<file path="src/rtl/sseg_scan_controller.sv">
// Time-multiplexed scan controller for a common-anode seven-segment display.
// Double-buffers the display word and walks one digit at a time with optional blanking gaps.
module sseg_scan_controller #(
    parameter int NUM_DIGITS      = 8,
    parameter int TICKS_PER_DIGIT = 100000,
    parameter int BLANK_TICKS     = 2000
) (
    input  logic                    clk,
    input  logic                    reset,
    input  logic [4*NUM_DIGITS-1:0] value,
    input  logic [NUM_DIGITS-1:0]   dp_in,
    input  logic [NUM_DIGITS-1:0]   digit_enable,
    input  logic                    lzs,
    input  logic                    load,
    output logic [NUM_DIGITS-1:0]   sseg_anode,
    output logic [3:0]              digit,
    output logic                    dp_n,
    output logic                    frame_done
);

    localparam int MAX_TICKS = (TICKS_PER_DIGIT > BLANK_TICKS) ? TICKS_PER_DIGIT : BLANK_TICKS;
    localparam int CNT_W     = (MAX_TICKS > 1) ? $clog2(MAX_TICKS) : 1;
    localparam int IDX_W     = (NUM_DIGITS > 1) ? $clog2(NUM_DIGITS) : 1;

    localparam logic [CNT_W-1:0] SHOW_LAST  = CNT_W'(TICKS_PER_DIGIT - 1);
    localparam logic [CNT_W-1:0] BLANK_LAST = CNT_W'((BLANK_TICKS > 0) ? BLANK_TICKS - 1 : 0);
    localparam logic [IDX_W-1:0] IDX_LAST   = IDX_W'(NUM_DIGITS - 1);

    typedef enum logic {SHOW, BLANK} state_t;

    state_t                  state;
    logic [CNT_W-1:0]        cnt;
    logic [IDX_W-1:0]        idx;
    logic                    first_cycle;

    logic [4*NUM_DIGITS-1:0] act_value;
    logic [NUM_DIGITS-1:0]   act_dp;
    logic [NUM_DIGITS-1:0]   act_en;
    logic [4*NUM_DIGITS-1:0] pend_value;
    logic [NUM_DIGITS-1:0]   pend_dp;
    logic [NUM_DIGITS-1:0]   pend_en;
    logic                    pend_valid;

    logic                    step_end;
    logic                    wrap;
    logic                    transfer;
    logic [IDX_W-1:0]        next_idx;
    logic [NUM_DIGITS-1:0]   suppressed;
    logic [NUM_DIGITS-1:0]   anode_sel;
    logic                    lit;

    // NOTE: every signal assigned in always_comb gets a default first, so no latch can be inferred.
    always_comb begin
        step_end   = 1'b0;
        suppressed = '0;
        if (state == SHOW)
            step_end = (cnt == SHOW_LAST) && (BLANK_TICKS == 0);
        else
            step_end = (cnt == BLANK_LAST);
        wrap      = step_end && (idx == IDX_LAST);
        transfer  = (wrap || first_cycle) && pend_valid;
        next_idx  = (idx == IDX_LAST) ? '0 : idx + 1'b1;
        // A digit is blanked when it and every more-significant active nibble is zero.
        for (int i = 1; i < NUM_DIGITS; i++)
            suppressed[i] = lzs && ((act_value >> (4 * i)) == '0);
        anode_sel = ~(NUM_DIGITS'(1) << idx);
        lit       = act_en[idx] && !suppressed[idx];
    end

    // NOTE: sequential state uses non-blocking assignments only; the display buffers are
    // real registers (not a RAM) and are cleared by reset so the display starts dark.
    always_ff @(posedge clk or posedge reset) begin
        if (reset) begin
            state       <= SHOW;
            cnt         <= '0;
            idx         <= '0;
            first_cycle <= 1'b1;
            act_value   <= '0;
            act_dp      <= '0;
            act_en      <= '0;
            pend_value  <= '0;
            pend_dp     <= '0;
            pend_en     <= '0;
            pend_valid  <= 1'b0;
            sseg_anode  <= '1;
            digit       <= '0;
            dp_n        <= 1'b1;
            frame_done  <= 1'b0;
        end else begin
            first_cycle <= 1'b0;
            frame_done  <= wrap;

            if (transfer) begin
                act_value <= pend_value;
                act_dp    <= pend_dp;
                act_en    <= pend_en;
            end

            // A load coinciding with a transfer is kept for the following frame.
            if (load) begin
                pend_value <= value;
                pend_dp    <= dp_in;
                pend_en    <= digit_enable;
                pend_valid <= 1'b1;
            end else if (transfer) begin
                pend_valid <= 1'b0;
            end

            case (state)
                SHOW: begin
                    if (cnt == SHOW_LAST) begin
                        cnt <= '0;
                        if (BLANK_TICKS == 0)
                            idx <= next_idx;
                        else
                            state <= BLANK;
                    end else begin
                        cnt <= cnt + 1'b1;
                    end
                end
                BLANK: begin
                    if (cnt == BLANK_LAST) begin
                        cnt   <= '0;
                        idx   <= next_idx;
                        state <= SHOW;
                    end else begin
                        cnt <= cnt + 1'b1;
                    end
                end
                default: state <= SHOW;
            endcase

            // Outputs reflect the pre-edge state/idx; digit and dp_n hold through blanking.
            if (state == SHOW) begin
                sseg_anode <= lit ? anode_sel : '1;
                digit      <= act_value[4*int'(idx) +: 4];
                dp_n       <= ~act_dp[idx];
            end else begin
                sseg_anode <= '1;
            end
        end
    end

endmodule

</file>
<file path="config.mk">
export PLATFORM = sky130hd
export DESIGN_NAME = sseg_scan_controller
export DESIGN_NICKNAME = d
export VERILOG_FILES = /design/src/rtl/sseg_scan_controller.sv
export SDC_FILE = /design/constraint.sdc
export NUM_CORES = 1
export LEC_CHECK = 0
export ABC_AREA = 1
export CAP_MARGIN = 20
export CORE_ASPECT_RATIO = 1.4
export CORE_MARGIN = 2
export CORE_UTILIZATION = 28
export DETAILED_ROUTE_END_ITERATION = 16
export HOLD_SLACK_MARGIN = 0.12
export MAX_ROUTING_LAYER = met4
export SLEW_MARGIN = 20
export SYNTH_ARGS = -nofsm -noshare
export SYNTH_HDL_FRONTEND = slang
export SYNTH_SLANG_ARGS = --single-unit
</file>
<file path="constraint.sdc">
create_clock -name clk -period 4.25 [get_ports clk]
set_input_delay 0.425 -clock clk [delete_from_list [all_inputs] [get_ports clk]]
set_output_delay 0.425 -clock clk [all_outputs]
set_load 0.1 [all_outputs]
</file>
==> metrics.md, run 1 <==
| Metric | Value |
|---|---|
| Outcome | finished, final reports clean |
| Commonest non-fill, non-tap cells in the layout | nand2_1 (303), dfrtp_1 (123), nand3_1 (75), clkdlybuf4s50_1 (64) |
| Post-Layout Cell Count | 1058 |
| Layout cell share with drive strength beyond 1 | 7.143% |
| Yosys warns | 0 |
| Input/output buffers | 65 |
| Hold WC Path Type | reg -> reg |
| Top cell type's share of synthesized area | 51.46% |
| VDD IR max | 0.2782 mV |
| Die Width | 127.5 um |
| Max-Cap Viols | 0 |
| Clk sinks | 133 |
| NumNets Final | 844 |
| Initial Util | 28.42% |
| Slew margin rel. | 32.56% |
| Synth Net Count | 786 |
| Routed wire length | 14200 um |
| Critical path capture point type | register |
| Rows | 63 |
| Syn_area_per_cell | 8.227 um^2 |
| Startpoint types | register |
| Critical Path RT | 4600 ps |
| Clock buffer depth | 2 |
| First-pass GRT wire length | 23540 um |
| Initial antenna violation count | 0 |
| P per Cell Area | 448.2 nW/um^2 |
| Fin Setup TNS | 0 ps |
| Latest clock arrival within the worst-skew pair | 420 ps |
| Leading area contributor after synthesis | dfrtp_1 |
| Area of the multi-input gates | 2300 um^2 |
| Pleak | 3.644 nW |
| Clock Skew | 9.387 ps |
| Die Footprint | 22560 um^2 |
| GP Congestion | 0.8157 |
| Most common cell after layout, fill and taps aside | nand2_1 |
| Drt first pass iters | 4 |
| Synth Flop Type | dfrtp_1 |
| Vias in the first global route | 4741 |
| Layout area overhead | 24.77% |
| Clock root buffer | clkbuf_16 |
| DR vias | 4801 |
| # DRC | 0 |
| CTS tree | yes |
| Worst EP arrival | 2920 ps |
| Post-route ant nets | 0 |
| Final-report hold violation count | 0 |
| Die height | 176.9 um |
| Tot Pwr | 3.345 mW |
| Hold-fix buffers at CTS | 0 |
| Average vias per placed instance | 4.538 |
| Fin. max-slew vios | 0 |
| CTS buffer count | 17 |
| CP Max Fanout | 26 |
| GRT Residual Overflow | 0 |
| Post-CTS Setup Inserts | 0 |
| Routed wire per std cell | 13.43 um |
| Reg2reg setup slack | 1680 ps |
| Detailed placer's ending HPWL | 9933 um |
| Endpoints failing setup | 0 |
| Inserted Diodes | 0 |
| Cell count after synthesis | 727 |
| Inst Count DP | 1026 |
| Gr usage total | 13.62% |
| Initial DRC count | 314 |
| Synth Register Bits | 133 |
| Synth top area cells | dfrtp_1 (51%), nand2_1 (19%), nand3_1 (6.3%), dfstp_2 (4.4%), inv_1 (2.8%) |
| FF/Latch Area | 3341 um^2 |
| Critical path class | reg -> reg |
| Worst-margin pin slew | 1008 ps |
| Mapped Area | 5981 um^2 |
| RSZ-0062 raised after global routing | false |
| CTS resizes | 0 |
| I/O pin total | 66 |
| Yosys cell types | 31 |
| Setup crit start | idx[0] |
| Area of the core | 21050 um^2 |
| Worst-path clk slew | 60 ps |
| F_max | 0.3892 GHz |
| Critical Path End | sseg_anode[3] |
| FILL cells | 2150 |
| Post-synth EDFFs | 0 |
| Critical R2R Capture | sseg_anode[3] |
| Asr flop ratio synth | 100.0% |
| Reg2reg path depth | 8 |
| Tmin final | 2569 ps |
| H-tree Lvls | 4 |
| Tcrit/Tclk final | 60.45% |
| Sequential share of the synthesized area | 55.86% |
| Largest net degree at the start of global routing | 64 |
| Reg-to-reg startpoint | idx[0] |
-- layout make-up --
cell class                 instances  area share [%]
clock buffer                      21           6.170
multi-input combinational        515           30.82
clock inverter                    11           2.012
timing repair buffer              72           9.524
tap                              260           4.359
sequential                       133           44.77
inverter                          46           2.347
-- kinds of logic after synthesis --
group,synth area share (%)
AOI/OAI and AO/OA,3.578
xor gates and xnor gates,1.318
adders and majority gates,1.464
buffers and inverters,5.690
DFF,55.86
other,0.06270
and+or+nand+nor,32.03
-- stage by stage --
stage          util, %  instance area, um^2  hold WS [ps]  setup WS (ps)
6_report         35.46                 7462         466.4           1681
5_1_grt          35.46                 7462         488.7           1417
4_1_cts          35.46                 7462         471.7           1694
3_5_place_dp     32.55                 6852         461.4           1721
3_3_place_gp     32.55                 6852         448.3           1818
2_1_floorplan        -                 5981         433.1          287.1
-- report_power, final --
group / internal (mW) / total (mW) / switching [mW]
Sequential: 1.39 / 1.46 / 0.0768
Clock: 0.954 / 1.51 / 0.555
Combinational: 0.133 / 0.371 / 0.238
-- cell usage after synthesis (2+ instances only) --
library cell  instances
nor2_4                2
clkbuf_1             24
nor4_1                3
dfrtp_1             123
nand3_2               2
inv_1                44
ha_1                  7
nand4_1              15
nor2_1               43
nand2_1             303
nand3_1              75
xor2_1                9
dfstp_2              10
o21ai_0              21
a21oi_1               8
nor3_1               12
o22ai_1               6
buf_6                 5
nand2_2               2
buf_2                 2
-- worst min path at each step --
stage	startpoint	to	slack [ps]	cells past startpoint
after floorplan	cnt[0]	cnt[0]	430	1
after CTS	cnt[0]	cnt[0]	470	1
after detailed placement	pend_value[12]	pend_value[12]	460	2
final	cnt[0]	cnt[0]	470	1
after global routing	act_dp[2]	act_dp[2]	490	2
after global placement	cnt[0]	cnt[0]	450	1
-- per-layer routing --
metal	up-vias	global-route usage [%]	part of all wire, %
li1	2430	-	-
met1	2272	16.83	46
met2	77	21.70	49
met3	22	2.721	2.4
met4	0	5.907	2.5
met5	-	-	0
-- registers in the layout (all words and copies together), names as in the netlist --
name / cells
act_dp: 8
act_en: 8
act_value: 32
cnt: 17
digit: 4
dp_n: 1
first_cycle: 1
frame_done: 1
idx: 3
pend_dp: 8
pend_en: 8
pend_valid: 1
pend_value: 32
sseg_anode: 8
state: 1
-- worst max-delay path: stages, from the launching register on --
cell and delay, ps:
dfrtp_1 830, clkinv_1 660, nand2_1 360, nand2_1 80
nand2_1 70, nand2_1 50, nor2_1 110, nand2_1 170
nand4_1 150
(Power assumes the default switching activity.)
==> inputs of run 2 (changes only) <==
==> constraint.sdc (replaced) <==
create_clock -name clk -period 2.4 [get_ports clk]
set_input_delay 0.24 -clock clk [delete_from_list [all_inputs] [get_ports clk]]
set_output_delay 0.24 -clock clk [all_outputs]
set_load 0.1 [all_outputs]
==> run 2 against run 1 <==
  * Maximum frequency rose by 33%
  * Clock skew barely moved
  * Clock-buffer cell count fell by 3
  * Sequential share of layout area fell by 0.32 points
  * Critical path depth rose by 3
  * Via count barely moved
  * Clock power rose by 80%
  * Cell count rose by 0.47%
  * Largest cell class unchanged
  * Sequential power rose by 77%
  * First-iteration DRC count fell by 0.96%
  * Combinational power rose by 74%
==> metrics.md, run 2 (synthesis gave the netlist of run 1 again) <==
| Metric | Value |
|---|---|
| Hold_sp | load (was cnt[0]) |
| Switching share of power | 25.41% (was 26.01%) |
| GRT Residual Overflow | 0 (unchanged) |
| Drt first pass iters | 4 (unchanged) |
| Layout area overhead | 25.67% (was 24.77%) |
| NumNets Final | 851 (was 844) |
| Internal Power | 4.448 mW (was 2.475 mW) |
| F_max | 0.5166 GHz (was 0.3892 GHz) |
| WHS Path Cells | 3 (was 1) |
| Worst EP arrival | 2240 ps (was 2920 ps) |
| Post-route ant nets | 0 (unchanged) |
| Initial Util | 28.42% (unchanged) |
| Final-report hold violation count | 0 (unchanged) |
| Routed wire per std cell | 13.27 um (was 13.43 um) |
| Tot Pwr | 5.963 mW (was 3.345 mW) |
| Critical R2R Capture | act_value[0] (was sseg_anode[3]) |
| Initial antenna violation count | 0 (unchanged) |
| Reg2reg setup slack | 460 ps (was 1680 ps) |
| Critical-path top delay cell | dfrtp_1 (unchanged) |
| Max-Cap Viols | 0 (unchanged) |
| Fin Setup TNS | 0 ps (unchanged) |
| Detailed placer's ending HPWL | 10160 um (was 9933 um) |
| GP Congestion | 0.8421 (was 0.8157) |
| RSZ-0062 raised after global routing | false (unchanged) |
| Commonest non-fill, non-tap cells in the layout | nand2_1 (303), dfrtp_1 (123), nand3_1 (75), clkdlybuf4s50_1 (50) (was nand2_1 (303), dfrtp_1 (123), nand3_1 (75), clkdlybuf4s50_1 (64)) |
| Die height | 176.9 um (unchanged) |
| Area of the core | 21050 um^2 (unchanged) |
| Layout cell share with drive strength beyond 1 | 9.714% (was 7.143%) |
| Top Registers | act_value x32, pend_value x32, cnt x17 (unchanged) |
| VDD IR max | 0.5081 mV (was 0.2782 mV) |
| Initial DRC count | 311 (was 314) |
| Flop pwr share | 43.5% (was 43.8%) |
| FILL cells | 2180 (was 2150) |
| Endpoints failing setup | 0 (unchanged) |
| Inserted Diodes | 0 (unchanged) |
| Fin. max-slew vios | 0 (unchanged) |
| Die Footprint | 22560 um^2 (unchanged) |
| Critical Path RT | 2700 ps (was 4600 ps) |
| Clock buffer depth | 2 (unchanged) |
| Clock power share | 45.6% (was 45.1%) |
| CP Max Fanout | 48 (was 26) |
| Worst-margin pin slew | 552.8 ps (was 1008 ps) |
| DR vias | 4803 (was 4801) |
| Routed wire length | 14110 um (was 14200 um) |
| Slew margin rel. | 63.14% (was 32.56%) |
| CTS resizes | 0 (unchanged) |
| H-tree Lvls | 4 (unchanged) |
| Vias in the first global route | 4846 (was 4741) |
| Most frequent CP cell | nand2_1 (unchanged) |
| Worst path cell trace | ha_1 > nand2_1 > nor2_1 > nand3_2 > nor2_4 > nand3_2 > nand2_2 > nand2_2 > buf_4 > nand2_1 > nand2_1 (was clkinv_1 > nand2_1 > nand2_1 > nand2_1 > nand2_1 > nor2_1 > nand2_1 > nand4_1) |
| Outcome | finished, final reports clean (unchanged) |
| Largest net degree at the start of global routing | 56 (was 64) |
| Input/output buffers | 65 (unchanged) |
| Psw | 1.515 mW (was 0.8699 mW) |
| # DRC | 0 (unchanged) |
| Tcrit/Tclk final | 80.66% (was 60.45%) |
| Pleak | 3.697 nW (was 3.644 nW) |
| Rows | 63 (unchanged) |
| Reg2reg path depth | 11 (was 8) |
| Critical path's top delay family | simple AND/OR/NAND/NOR gates (unchanged) |
| Critical path class | reg -> reg (unchanged) |
| Gate power share | 10.8% (was 11.1%) |
| Post-CTS Setup Inserts | 0 (unchanged) |
| Hold WC Path Type | in -> reg (was reg -> reg) |
| Hold-fix buffers at CTS | 0 (unchanged) |
| Worst-path clk slew | 60 ps (about the same) |
| Tmin final | 1936 ps (was 2569 ps) |
| Clock Skew | 9.691 ps (was 9.387 ps) |
| Clock root buffer | clkbuf_16 (unchanged) |
| Worst Path Buf+Inv | 1 (unchanged) |
| Most common cell after layout, fill and taps aside | nand2_1 (unchanged) |
| Average vias per placed instance | 4.518 (was 4.538) |
| Clk sinks | 133 (unchanged) |
| P per Cell Area | 793.3 nW/um^2 (was 448.2 nW/um^2) |
| Final core occ | 35.71% (was 35.46%) |
| Latest clock arrival within the worst-skew pair | 420 ps (about the same) |
| Critical path capture point type | register (unchanged) |
| Gr usage total | 13.79% (was 13.62%) |
| WHS Endpoint | pend_value[27] (was cnt[0]) |
| Setup crit start | cnt[0] (was idx[0]) |
| Max incr delay on CP | 360 ps (was 830 ps) |
| CTS buffer count | 17 (unchanged) |
| Die Width | 127.5 um (unchanged) |
| Reg-to-reg startpoint | cnt[0] (was idx[0]) |
| Startpoint types | register (unchanged) |
| CTS tree | yes (unchanged) |
| I/O pin total | 66 (unchanged) |
| First-pass GRT wire length | 24030 um (was 23540 um) |
run 2: changes by cell type in the layout (fill, tap and decap cells not counted), moves of 2 or more:
cell	previous run	this run
buf_4	6	25
clkdlybuf4s50_1	64	50
buf_12	1	3
clkbuf_1	2	0
clkinv_4	1	3
run 2: through the flow:
stage,setup WS (ps),hold WS [ps],cells,cell area (um^2)
after global routing,208.5,276.0,1063,7516
after global placement,535.1,442.7,1033,6895
after detailed placement,456.2,456.7,1033,6895
after floorplan,517.0,352.4,727,5984
final,464.2,243.9,1063,7516
after CTS,445.8,236.0,1063,7516
run 2: worst max path at each step:
stage                          to  cells past startpoint
global placement     act_value[5]                     11
finish               act_value[0]                     11
CTS                     act_en[3]                     11
detailed placement      act_en[3]                     11
global route        act_value[18]                     10
floorplan               act_dp[0]                      1
run 2: cell type report:
type / instances / area, um^2 / share of cell area [%]
multi-input cells: 515 / 2300 / 30.60
flip-flops and latches: 133 / 3341 / 44.45
inverters: 46 / 176.4 / 2.347
clock buffers: 18 / 439.2 / 5.843
clock inverters: 12 / 181.4 / 2.414
repair buffers: 79 / 753.2 / 10.02
well taps: 260 / 325.3 / 4.328
run 2: routing by layer:
metal	share of wire, %	vias to the layer above	global-route usage, %
met5	0	-	-
met4	2.0	0	4.945
met3	3.3	21	2.751
met2	49	92	22.39
met1	45	2248	17.11
li1	-	2442	-
run 2: power groups by stage:
stage | clock (mW) | combinational, mW | sequential (mW)
finish | 2.72 | 0.647 | 2.59
global route | 2.88 | 0.739 | 2.62
CTS | 2.78 | 0.662 | 2.60
detailed placement | 0 | 0.659 | 2.63
global placement | 0 | 0.647 | 2.63
floorplan | 0 | 0.351 | 2.69
run 2: worst min-delay path, stage by stage:
cell	delay (ps)
buf_2	240
nand2_1	100
nand2_1	40
==> inputs of run 3 (changes only) <==
==> constraint.sdc (replaced) <==
create_clock -name clk -period 1.94 [get_ports clk]
set_input_delay 0.194 -clock clk [delete_from_list [all_inputs] [get_ports clk]]
set_output_delay 0.194 -clock clk [all_outputs]
set_load 0.1 [all_outputs]
==> run 3 against run 2 <==
  * Flip-flop and latch count is the same
  * Via count hardly changed
  * Clock-buffer cell count grew 2
  * Cell count up 1.2%
  * Clock power is 26% higher
  * Worst setup slack lost 300 ps
  * Power up 25%
  * Non-clock buffer count up 12
  * First-iteration DRC count decreased by 29%
  * Combinational power rose by 25%
  * Core utilization grew 0.54 points
  * Largest cell class unchanged
  * Largest power group unchanged
==> metrics.md, run 3 (synthesis gave the netlist of run 1 again) <==
| Metric | Value |
|---|---|
| Max-Cap Viols | 0 (unchanged) |
| Vias in the first global route | 4863 (was 4846) |
| Critical path's top delay family | simple AND/OR/NAND/NOR gates (unchanged) |
| Die Footprint | 22560 um^2 (unchanged) |
| Worst-margin pin slew | 521.7 ps (was 552.8 ps) |
| Fin. max-slew vios | 0 (unchanged) |
| Worst EP arrival | 2070 ps (was 2240 ps) |
| Slew margin rel. | 65.22% (was 63.14%) |
| RSZ-0062 raised after global routing | false (unchanged) |
| Fin Setup TNS | 0 ps (unchanged) |
| Hold WC Path Type | in -> reg (unchanged) |
| Initial Util | 28.42% (unchanged) |
| Latest clock arrival within the worst-skew pair | 420 ps (about the same) |
| Clock buffer depth | 2 (unchanged) |
| P per Cell Area | 973.7 nW/um^2 (was 793.3 nW/um^2) |
| Switching share of power | 25.27% (was 25.41%) |
| Inst Count DP | 1044 (was 1033) |
| Post-Layout Cell Count | 1076 (was 1063) |
| Critical path capture point type | register (unchanged) |
| Critical path class | reg -> reg (unchanged) |
| Die Width | 127.5 um (unchanged) |
| CTS buffer count | 17 (unchanged) |
| Final WS setup | 168.6 ps (was 464.2 ps) |
| GP Congestion | 0.8773 (was 0.8421) |
| Endpoints failing setup | 0 (unchanged) |
| CTS tree | yes (unchanged) |
| NumNets Final | 863 (was 851) |
| Largest net degree at the start of global routing | 63 (was 56) |
| Worst-path clk slew | 60 ps (about the same) |
| F_max | 0.5645 GHz (was 0.5166 GHz) |
| Clk sinks | 133 (unchanged) |
| Rows | 63 (unchanged) |
| Tcrit/Tclk final | 91.31% (was 80.66%) |
| Psw | 1.877 mW (was 1.515 mW) |
| Worst path cell trace | ha_1 > nand2_2 > nor2_4 > nand3_2 > nor2_4 > nand3_2 > nand2_4 > nand2_2 > buf_4 > nand2_1 > nand2_1 (was ha_1 > nand2_1 > nor2_1 > nand3_2 > nor2_4 > nand3_2 > nand2_2 > nand2_2 > buf_4 > nand2_1 > nand2_1) |
| CP Max Fanout | 24 (was 48) |
| Internal Power | 5.552 mW (was 4.448 mW) |
| Startpoint types | register (unchanged) |
| FF/Latch Area | 3341 um^2 (unchanged) |
| Area of the core | 21050 um^2 (unchanged) |
| DR vias | 4799 (was 4803) |
| GRT Residual Overflow | 0 (unchanged) |
| Pleak | 3.766 nW (was 3.697 nW) |
| Detailed placer's ending HPWL | 10130 um (was 10160 um) |
| Max incr delay on CP | 380 ps (was 360 ps) |
| Tot Pwr | 7.429 mW (was 5.963 mW) |
| Gr usage total | 13.79% (about the same) |
| Tmin final | 1771 ps (was 1936 ps) |
| H-tree Lvls | 4 (unchanged) |
| Routed wire per std cell | 13.17 um (was 13.27 um) |
| VDD IR max | 0.6829 mV (was 0.5081 mV) |
| Area of the multi-input gates | 2315 um^2 (was 2300 um^2) |
| Initial DRC count | 222 (was 311) |
| Flop pwr share | 43.1% (was 43.5%) |
| Worst Path Buf+Inv | 1 (unchanged) |
| Most common cell after layout, fill and taps aside | nand2_1 (unchanged) |
| Layout area overhead | 27.57% (was 25.67%) |
| Routed wire length | 14170 um (was 14110 um) |
| Place WS | 44.90 ps (was 456.2 ps) |
| Critical-path top delay cell | dfrtp_1 (unchanged) |
| Commonest non-fill, non-tap cells in the layout | nand2_1 (302), dfrtp_1 (123), nand3_1 (75), clkdlybuf4s50_1 (50), inv_1 (43) (was nand2_1 (303), dfrtp_1 (123), nand3_1 (75), clkdlybuf4s50_1 (50)) |
| Average vias per placed instance | 4.460 (was 4.518) |
| First-pass GRT wire length | 24070 um (was 24030 um) |
| Layout cell share with drive strength beyond 1 | 11.15% (was 9.714%) |
| FILL cells | 2150 (was 2180) |
| Drt first pass iters | 5 (was 4) |
| Clock Skew | 9.272 ps (was 9.691 ps) |
| Gate power share | 10.9% (was 10.8%) |
| Critical Path RT | 2240 ps (was 2700 ps) |
| Post-route ant nets | 0 (unchanged) |
| Inserted Diodes | 0 (unchanged) |
| Input/output buffers | 65 (unchanged) |
| Final-report hold violation count | 0 (unchanged) |
| Top Registers | act_value x32, pend_value x32, cnt x17 (unchanged) |
| Clock power share | 46.0% (was 45.6%) |
| # DRC | 0 (unchanged) |
| Clock root buffer | clkbuf_16 (unchanged) |
| Outcome | finished, final reports clean (unchanged) |
| Hold WS | 192.9 ps (was 243.9 ps) |
| Initial antenna violation count | 0 (unchanged) |
| I/O pin total | 66 (unchanged) |
| Die height | 176.9 um (unchanged) |
[run 3: repair_timing]
action / in CTS / in global routing
hold buffers: 1 / 0
setup endpoints to repair: 0 / 48
setup buffers: 0 / 0
resized for setup: 0 / 6
endpoints found under the hold margin: 11 / 0
[run 3: metal layers]
metal	vias to the layer above	GRT usage, %	share of wire [%]
met1	2235	16.83	44
li1	2467	-	-
met4	0	5.128	1.8
met2	75	22.44	51
met3	22	3.023	3.3
met5	-	-	0
[run 3: worst paths after layout]
path	start	to	slack [ps]	cells after the start
max	cnt[0]	act_value[1]	170	11
min	load	pend_en[2]	190	3
max reg2reg	cnt[0]	act_value[1]	170	11
min reg2reg	act_value[16]	act_value[16]	470	2
max in group asynchronous	reset	dp_n	630	4
min in group asynchronous	reset	cnt[6]	650	3
[run 3: worst register-to-register path, cell delays in order (launching register included)]
cell	delay, ps
dfrtp_1	380
ha_1	210
nand2_2	100
nor2_4	120
nand3_2	100
nor2_4	110
nand3_2	110
nand2_4	120
nand2_2	50
buf_4	210
nand2_1	90
nand2_1	50
[run 3: final cells by class]
cell class              count  area share [%]
clock buffers              20           5.986
clock inverters            11           2.296
inverters                  46           2.312
multi-input cells         515           30.34
repair buffers             91           11.02
flip-flops and latches    133           43.78
well taps                 260           4.264
[run 3: per-stage QoR]
stage               area (um^2)  utilization [%]
floorplan                  5984                -
global placement           6965            33.10
detailed placement         6965            33.10
CTS                        7607            36.15
global route               7630            36.25
finish                     7630            36.25
[run 3: power groups by stage]
stage          registers (mW)  clock network (mW)  logic, mW
6_report                 3.20                3.42      0.807
4_1_cts                  3.21                3.49      0.823
3_5_place_dp             3.25                   0      0.818
5_1_grt                  3.23                3.60      0.918
2_1_floorplan            3.33                   0      0.434
3_3_place_gp             3.25                   0      0.802
